`config.mk`:
```
export PLATFORM = sky130hd
export DESIGN_NAME = dac_voice_scheduler
export DESIGN_NICKNAME = d
export VERILOG_FILES = /design/src/rtl/dac_voice_scheduler.sv
export SDC_FILE = /design/constraint.sdc
export NUM_CORES = 1
export LEC_CHECK = 0
export ABC_AREA = 1
export CAP_MARGIN = 25
export CELL_PAD_IN_SITES_DETAIL_PLACEMENT = 1
export CELL_PAD_IN_SITES_GLOBAL_PLACEMENT = 1
export CORE_MARGIN = 8
export CORE_UTILIZATION = 30
export DETAILED_ROUTE_END_ITERATION = 7
export PLACE_DENSITY_LB_ADDON = 0.15
export SLEW_MARGIN = 20
export SYNTH_ARGS = -nofsm -noshare
export SYNTH_HDL_FRONTEND = slang
export SYNTH_SLANG_ARGS = --single-unit
```
`constraint.sdc`:
```
create_clock -name clk -period 3 [get_ports clk]
set_clock_uncertainty 0.2 [all_clocks]
set_input_delay 0.6 -clock clk [delete_from_list [all_inputs] [get_ports clk]]
set_output_delay 0.6 -clock clk [all_outputs]
set_load 0.02 [all_outputs]
```
`src/rtl/dac_voice_scheduler.sv`:
```
// dac_voice_scheduler: mixes NUM_VOICES voice samples into one saturated codec DAC write per frame.
// Optional macro UNDERRUN_COUNT_EN adds a saturating 16-bit underrun_count output.
module dac_voice_scheduler #(
  parameter int NUM_VOICES = 4,
  parameter int DATA_W     = 24,
  parameter int TIMEOUT    = 64
) (
  input  logic                         clk,
  input  logic                         reset,
  input  logic [NUM_VOICES-1:0]        voice_en,
  input  logic [NUM_VOICES-1:0]        voice_valid,
  input  logic [NUM_VOICES*DATA_W-1:0] voice_data,
  output logic [NUM_VOICES-1:0]        voice_ready,
  input  logic                         write_ready,
  output logic                         write,
  output logic [DATA_W-1:0]            writedata_left,
  output logic [DATA_W-1:0]            writedata_right,
  output logic                         busy,
  output logic                         underrun,
  output logic                         clip
`ifdef UNDERRUN_COUNT_EN
  ,
  output logic [15:0]                  underrun_count
`endif
);

  localparam int ACC_W = DATA_W + $clog2(NUM_VOICES) + 1;
  localparam int IDX_W = (NUM_VOICES > 1) ? $clog2(NUM_VOICES) : 1;
  localparam int WC_W  = (TIMEOUT > 1) ? $clog2(TIMEOUT) : 1;
  localparam int EXT_W = ACC_W - DATA_W;

  localparam logic [IDX_W-1:0] LAST_IDX = IDX_W'(NUM_VOICES - 1);
  localparam logic [WC_W-1:0]  WC_LAST  = WC_W'(TIMEOUT - 1);

  localparam logic signed [ACC_W-1:0] MAX_V =
    {{(EXT_W + 1){1'b0}}, {(DATA_W - 1){1'b1}}};
  localparam logic signed [ACC_W-1:0] MIN_V =
    {{(EXT_W + 1){1'b1}}, {(DATA_W - 1){1'b0}}};

  typedef enum logic [1:0] {
    IDLE,
    COLLECT,
    SAT,
    WRITE
  } state_t;

  state_t state;
  state_t state_nxt;

  logic [NUM_VOICES-1:0]     en_q;
  logic [IDX_W-1:0]          idx;
  logic [WC_W-1:0]           wait_cnt;
  logic signed [ACC_W-1:0]   acc;

  logic [DATA_W-1:0]         sample;
  logic signed [ACC_W-1:0]   sample_x;
  logic                      cur_en;
  logic                      cur_valid;
  logic                      consume;
  logic                      expired;
  logic                      advance;
  logic                      last_adv;
  logic                      sat_hi;
  logic                      sat_lo;
  logic [DATA_W-1:0]         sat_val;
  logic [DATA_W-1:0]         max_d;
  logic [DATA_W-1:0]         min_d;

  // Select the sample, enable and valid of the voice under scan
  always_comb begin
    sample    = '0;
    cur_en    = 1'b0;
    cur_valid = 1'b0;
    for (int i = 0; i < NUM_VOICES; i++) begin
      if (idx == IDX_W'(i)) begin
        sample    = voice_data[i*DATA_W +: DATA_W];
        cur_en    = en_q[i];
        cur_valid = voice_valid[i];
      end
    end
  end

  assign sample_x = {{EXT_W{sample[DATA_W-1]}}, sample};

  // A valid sample wins over an expiring wait on the same cycle
  assign consume  = cur_en && cur_valid;
  assign expired  = cur_en && !cur_valid && (wait_cnt == WC_LAST);
  assign advance  = !cur_en || cur_valid || (wait_cnt == WC_LAST);
  assign last_adv = advance && (idx == LAST_IDX);

  assign max_d   = MAX_V[DATA_W-1:0];
  assign min_d   = MIN_V[DATA_W-1:0];
  assign sat_hi  = acc > MAX_V;
  assign sat_lo  = acc < MIN_V;
  assign sat_val = sat_hi ? max_d :
                   sat_lo ? min_d : acc[DATA_W-1:0];

  // FSM state register
  always_ff @(posedge clk) begin
    if (reset) begin
      state <= IDLE;
    end else begin
      state <= state_nxt;
    end
  end

  // FSM next-state logic
  always_comb begin
    state_nxt = state;
    unique case (state)
      IDLE:    state_nxt = COLLECT;
      COLLECT: if (last_adv) state_nxt = SAT;
      SAT:     state_nxt = WRITE;
      WRITE:   if (write_ready) state_nxt = COLLECT;
      default: state_nxt = IDLE;
    endcase
  end

  // FSM outputs: handshake strobes and busy
  always_comb begin
    voice_ready = '0;
    write       = 1'b0;
    busy        = (state != IDLE);
    unique case (state)
      COLLECT: if (consume) voice_ready[idx] = 1'b1;
      WRITE:   write = write_ready;
      default: ;
    endcase
  end

  // Frame datapath: enable latch, scan index, wait timer, accumulator, result
  always_ff @(posedge clk) begin
    if (reset) begin
      en_q            <= '0;
      idx             <= '0;
      wait_cnt        <= '0;
      acc             <= '0;
      writedata_left  <= '0;
      writedata_right <= '0;
      underrun        <= 1'b0;
      clip            <= 1'b0;
    end else begin
      underrun <= 1'b0;
      clip     <= 1'b0;
      unique case (state)
        IDLE: begin
          en_q     <= voice_en;
          idx      <= '0;
          wait_cnt <= '0;
          acc      <= '0;
        end
        COLLECT: begin
          if (consume) begin
            acc <= acc + sample_x;
          end
          if (advance) begin
            wait_cnt <= '0;
            idx      <= last_adv ? '0 : idx + IDX_W'(1);
          end else begin
            wait_cnt <= wait_cnt + WC_W'(1);
          end
          if (expired) begin
            underrun <= 1'b1;
          end
        end
        SAT: begin
          writedata_left  <= sat_val;
          writedata_right <= sat_val;
          clip            <= sat_hi || sat_lo;
        end
        WRITE: begin
          if (write_ready) begin
            en_q     <= voice_en;
            idx      <= '0;
            wait_cnt <= '0;
            acc      <= '0;
          end
        end
        default: ;
      endcase
    end
  end

`ifdef UNDERRUN_COUNT_EN
  // Saturating tally of underrun pulses since reset
  always_ff @(posedge clk) begin
    if (reset) begin
      underrun_count <= '0;
    end else if (underrun && (underrun_count != 16'hFFFF)) begin
      underrun_count <= underrun_count + 16'd1;
    end
  end
`endif

endmodule
```
== Word level (Yosys, flattened, before mapping) ==
Cells that the tools add are included.

* Register bits after elaboration: 67
* Input port bits: 107
* Output and inout port bits: 56
* Logic and storage cells: 85

* $add $sub $neg: 3
* $lt $le $gt $ge: 4
* Equal/unequal tests: 11
* Mux-type cells: 35
* Bitwise operators: 2
* Reduce and logical (&&, ||, !) cells: 22

{| class="wikitable"
|+ Operator list
! operator !! number
|-
| 24-bit two-way mux || 6
|-
| 27-bit one-hot mux with 3 select lines || 1
|-
| 27-bit two-way mux || 2
|-
| 27-bit by 24-bit adder with 27-bit output || 1
|-
| 27-bit by 24-bit > comparator with 1-bit output (second input constant) || 1
|-
| 27-bit by 24-bit less-than comparator with 1-bit output (second input constant) || 1
|-
| 6-bit one-hot mux with 3 select lines || 1
|-
| 4-bit two-way mux || 3
|-
| 6-bit two-way mux || 2
|-
| 1-bit two-way mux || 11
|-
| 2-bit two-way mux || 5
|-
| 2-bit equality test (second input constant) || 4
|-
| 2-bit != test (second input constant) || 4
|-
| 2-bit one-hot mux with 4 select lines || 1
|-
| 4-bit one-hot mux with 2 select lines || 1
|-
| 6-bit by 1-bit adder with 6-bit output (second input constant) || 1
|-
| 6-bit equality test (second input constant) || 1
|-
| 2-bit one-hot mux with 3 select lines || 1
|-
| 2-bit AND reduction || 3
|-
| 3-bit AND reduction || 2
|-
| 1-bit logical AND || 5
|-
| 2-bit by 1-bit equality test with 1-bit output (second input constant) || 2
|-
| 2-bit zero test || 2
|-
| 2-bit nonzero test || 2
|-
| other kinds (9) || 14
|}

== Logic depth before layout (Yosys ltp) ==
* Depth after elaboration: 12
* Mapped depth: 22
* Mapped depth without buffers: 20

== Worst setup path before layout ==
Ideal clock, no wire load.

* Path type: register to register
* Start point: reg idx[1]
* End point: reg acc[14]
* Library setup time: 140 ps
* Data arrival time: 2839 ps
* Data required time: 2660 ps
* Setup slack: -180 ps
* Cell stages (with the launch flop): 23
* Buffers on the path: 2
* Clock period less this slack: 3180 ps
* Path through: dfxtp_1 > inv_1 > ha_1 > buf_4 > inv_1 > clkbuf_1 > nand3_1 > nand2_1 > o21ai_0 > a21oi_1 > ha_1 > inv_1 > fa_1 > inv_1 > nand3_1 > nand3_1 > nand2_1 > nand2_1 > nand3_1 > nand2_1 > nand2_1 > nand3_2 > a21oi_2

* Longest elaborated chain between the ends: 8
* Elaborated cells on any way between the ends: 22
* Classes of those cells: 1 x add/sub; 4 x eq/ne; 14 x mux; 3 x reduce/logical

{| class="wikitable"
|+ Ends and longest elaborated chain
! what !! RTL line !! source
|-
| start: declaration || 51 || <nowiki>logic [IDX_W-1:0] idx;</nowiki>
|-
| start signal: assignment || 158 || <nowiki>idx <= last_adv ? '0 : idx + IDX_W'(1);</nowiki>
|-
| 2-bit zero test || 75 || <nowiki>if (idx == IDX_W'(i)) begin</nowiki>
|-
| 24-bit two-way mux or 1-bit two-way mux (tied branches) (4 in a row) || 75 ||
|-
| 27-bit by 24-bit adder with 27-bit output or 1-bit logical AND (tied branches) || 154, 86 ||
|-
| 27-bit two-way mux or 2-bit != test (tied branches) || - ||
|-
| 27-bit one-hot mux with 3 select lines or 3-bit AND reduction (tied branches) || - ||
|-
| end signal: assignment || 154 || <nowiki>acc <= acc + sample_x;</nowiki>
|-
| end: declaration || 53 || <nowiki>logic signed [ACC_W-1:0] acc;</nowiki>
|}

Several ways; a longest one is shown, not always the timed one. The select of a mux whose other input is x is not followed.
A chain may end at the register's enable or synchronous reset.

== Worst setup path after layout ==
* Start point: reg idx[1]
* End point: reg acc[20]

The elaborated chain is that of the path after synthesis.

==> run metrics <==
outcome=finished with violations; failing checks=setup timing; H-tree lvl count=3; endpoint class of the critical path=flop; per-cell routed wire length=roughly 18 um; Netlist Area Pre-Place=between 5000 and 6000 sq um; Die Wd=roughly 160 um; CTS sink count=67; period utilization=103%; total number of vias=around 7.4k; detail-routed via count per cell=4.90; R2R setup slack=-100 ps; Final Hold Vio Count=0; min setup slack post-route=-95.5 ps; Final Net Count=approximately 1.4k; Worst Path Required=3070 ps; hpwl dp=about 20000 um; Clock Tree Buf Depth=2; Peak VDD IR=between 300 and 400 uV; drt first pass iters=4; Leak Pwr=4.48 nW; CTS tree=yes; crit path DAT=~3200 ps; Antenna diodes=0; Setup Crit Path Kind=flop to flop; Initial Util=between 30% and 40%; gr usage total=between 20 and 25%; TNS Setup=-483 ps; die area=between 20000 and 25000 sq um; synth warn=0; Detailed Route WL=27200 um; Mapped Nets=between 1k and 1.5k; reg2reg path depth=19; total gr overflow=0; Post-synth EDFFs=0; cells after synthesis=between 900 and 1k; WHS Path Cells=2; Slew Limit Fails=0; share of post-route cells with drive strength above 1=34.2%; root buf cell=clkbuf_16; DRC Markers=0; ys flop type=dfxtp_1; Rel. slew slack=around 56%; 1st-iter DRT viols=257; RSZ-0062 raised after global routing=true; Max Fanout on Critical Path=5; Yosys cell types=35; area delta synth->final=71.5%; Critical Path Source Type=flop; clock latency on the worst-skew pair=350 ps; crit path time final=approximately 3100 ps; GPL Wtd Cong=0.902; IO Pins=163; register area share after synthesis=about 23%; Max Fclk=0.323 GHz; global-route wire length before repair=~39000 um; clk slew on worst S/H paths=around 70 ps; number of global-route vias before repair=7600; Placeable Area=roughly 19000 sq um; Die Ht=between 150 and 200 um; Async S/R FF share, synth=0%; max cap viols=0; initial antenna violation count=0; worst-margin pin slew=~660 ps; Final setup viols=10; I/O Buffers=162; worst slack at placement=-467 ps; largest net degree at the start of global routing=between 40 and 50; PwrDens=779 nW/um^2; TritonCTS buffer count=9; num rows=about 50; fillers=between 2k and 2.5k; Synth Register Bits=67; Syn Area/Cell=between 5 and 6 sq um; final antenna-violating net count=0; type of the most critical hold path=flop to flop
## state kept, by name, summed over array words and instances, names as in the netlist
name             count
clip                 1
wait_cnt             6
state                2
underrun             1
writedata_right     24
idx                  2
acc                 27
en_q                 4
## repair_timing
item                                    in CTS  in global routing
pin swaps                                   24                101
buffers inserted                             8                 16
endpoints found under the setup margin      29                 28
cloned                                       2                  0
gates resized for setup                    109                232
hold buffers                                 0                  0
## synth_stat cells, drive strengths merged, types with 3 or more instances
cell      n  area [sq um]
a21oi   113           614
nand2   293          1130
dfxtp    67          1340
nand3b    4          30.0
nor3     12          60.1
nand3    86           480
o21ai    64           328
clkbuf   24          90.1
or2       9          56.3
ha       39           488
buf      36           278
nand4     7          43.8
inv     126           473
xnor2     3          26.3
nor2    105           413
## cell type report
cell class	count	area (sq um)	share of cell area, %
multi-input combinational	741	4830	47.7
timing repair buffer	302	2810	27.7
tap	265	332	3.27
sequential	67	1350	13.3
clock buffer	9	225	2.22
clock inverter	7	100	0.988
inverter	126	493	4.87
## report_power, final
part	switching [W]	internal, W
Sequential	0.000146	0.00101
Clock	0.000465	0.000734
Combinational	0.00307	0.00246
Total	0.00368	0.00421
## worst paths after layout
kind                       from                 end
max                      idx[1]             acc[20]
min          writedata_right[6]  writedata_right[6]
max reg2reg              idx[1]             acc[20]
min reg2reg  writedata_right[6]  writedata_right[6]
## cells by family after synthesis
logic type	after synthesis	share of synthesized area, %
AOI/OAI and AO/OA	180	16.3
buffers and inverters	186	14.2
adders and majority gates	40	8.60
DFF	67	22.7
xor gates and xnor gates	3	0.445
and+or+nand+nor	518	37.7
## per-stage QoR
step	hold slack, ps	area [sq um]	std cells	power [W]	util, %
CTS	281	9170	1504	0.00685	47.3
global route	303	10100	1517	0.00837	52.2
global placement	266	8420	1478	0.00509	43.4
floorplan	253	5920	994	0.00339	-
finish	275	10100	1517	0.00789	52.2
detailed placement	273	8420	1478	0.00518	43.4
## placed cells by master (no fill, tap or decap), types with 11 or more instances in the layout
cell type / synthesis / routed
o21ai_2: 2 / 16
o21ai_1: 3 / 13
nor2_1: 103 / 78
ha_1: 39 / 12
nand3_1: 76 / 52
inv_1: 121 / 104
ha_4: 0 / 24
o21ai_0: 59 / 35
buf_4: 27 / 124
buf_6: 3 / 11
inv_2: 5 / 16
nand3_2: 10 / 29
a21oi_1: 102 / 70
nand2_1: 287 / 214
a21oi_2: 10 / 38
clkdlybuf4s50_1: 0 / 157
nand2_2: 3 / 60
nand2_4: 3 / 18
nor2_2: 1 / 16
dfxtp_1: 67 / 65
## worst max-delay path, stage by stage, from the launching register on
cell and delay [ps]:
dfxtp_2 360, inv_2 60, buf_6 110, ha_4 190
buf_12 150, buf_8 130, nand3_2 60, nand2_1 50
o21ai_1 80, a21oi_1 100, ha_2 410, nand2_4 70
buf_4 140, nor2_2 140, inv_1 130, nor3_1 210
nand2_2 90, nand3b_1 100, nand3_2 70, a21oi_2 160
## layer usage
| metal | part of all wire, % | global-route usage, % | vias up | wire [um] |
|---|---|---|---|---|
| met5 | 0 | 0 | - | 0 |
| met4 | 2.9 | 6.27 | 0 | 799 |
| met3 | 4.8 | 3.31 | 41 | 1290 |
| met2 | 47 | 34.8 | 169 | 12900 |
| met1 | 45 | 25.6 | 3554 | 12200 |
| li1 | - | - | 3676 | - |
No activity file was read; power rests on OpenSTA's default activity.
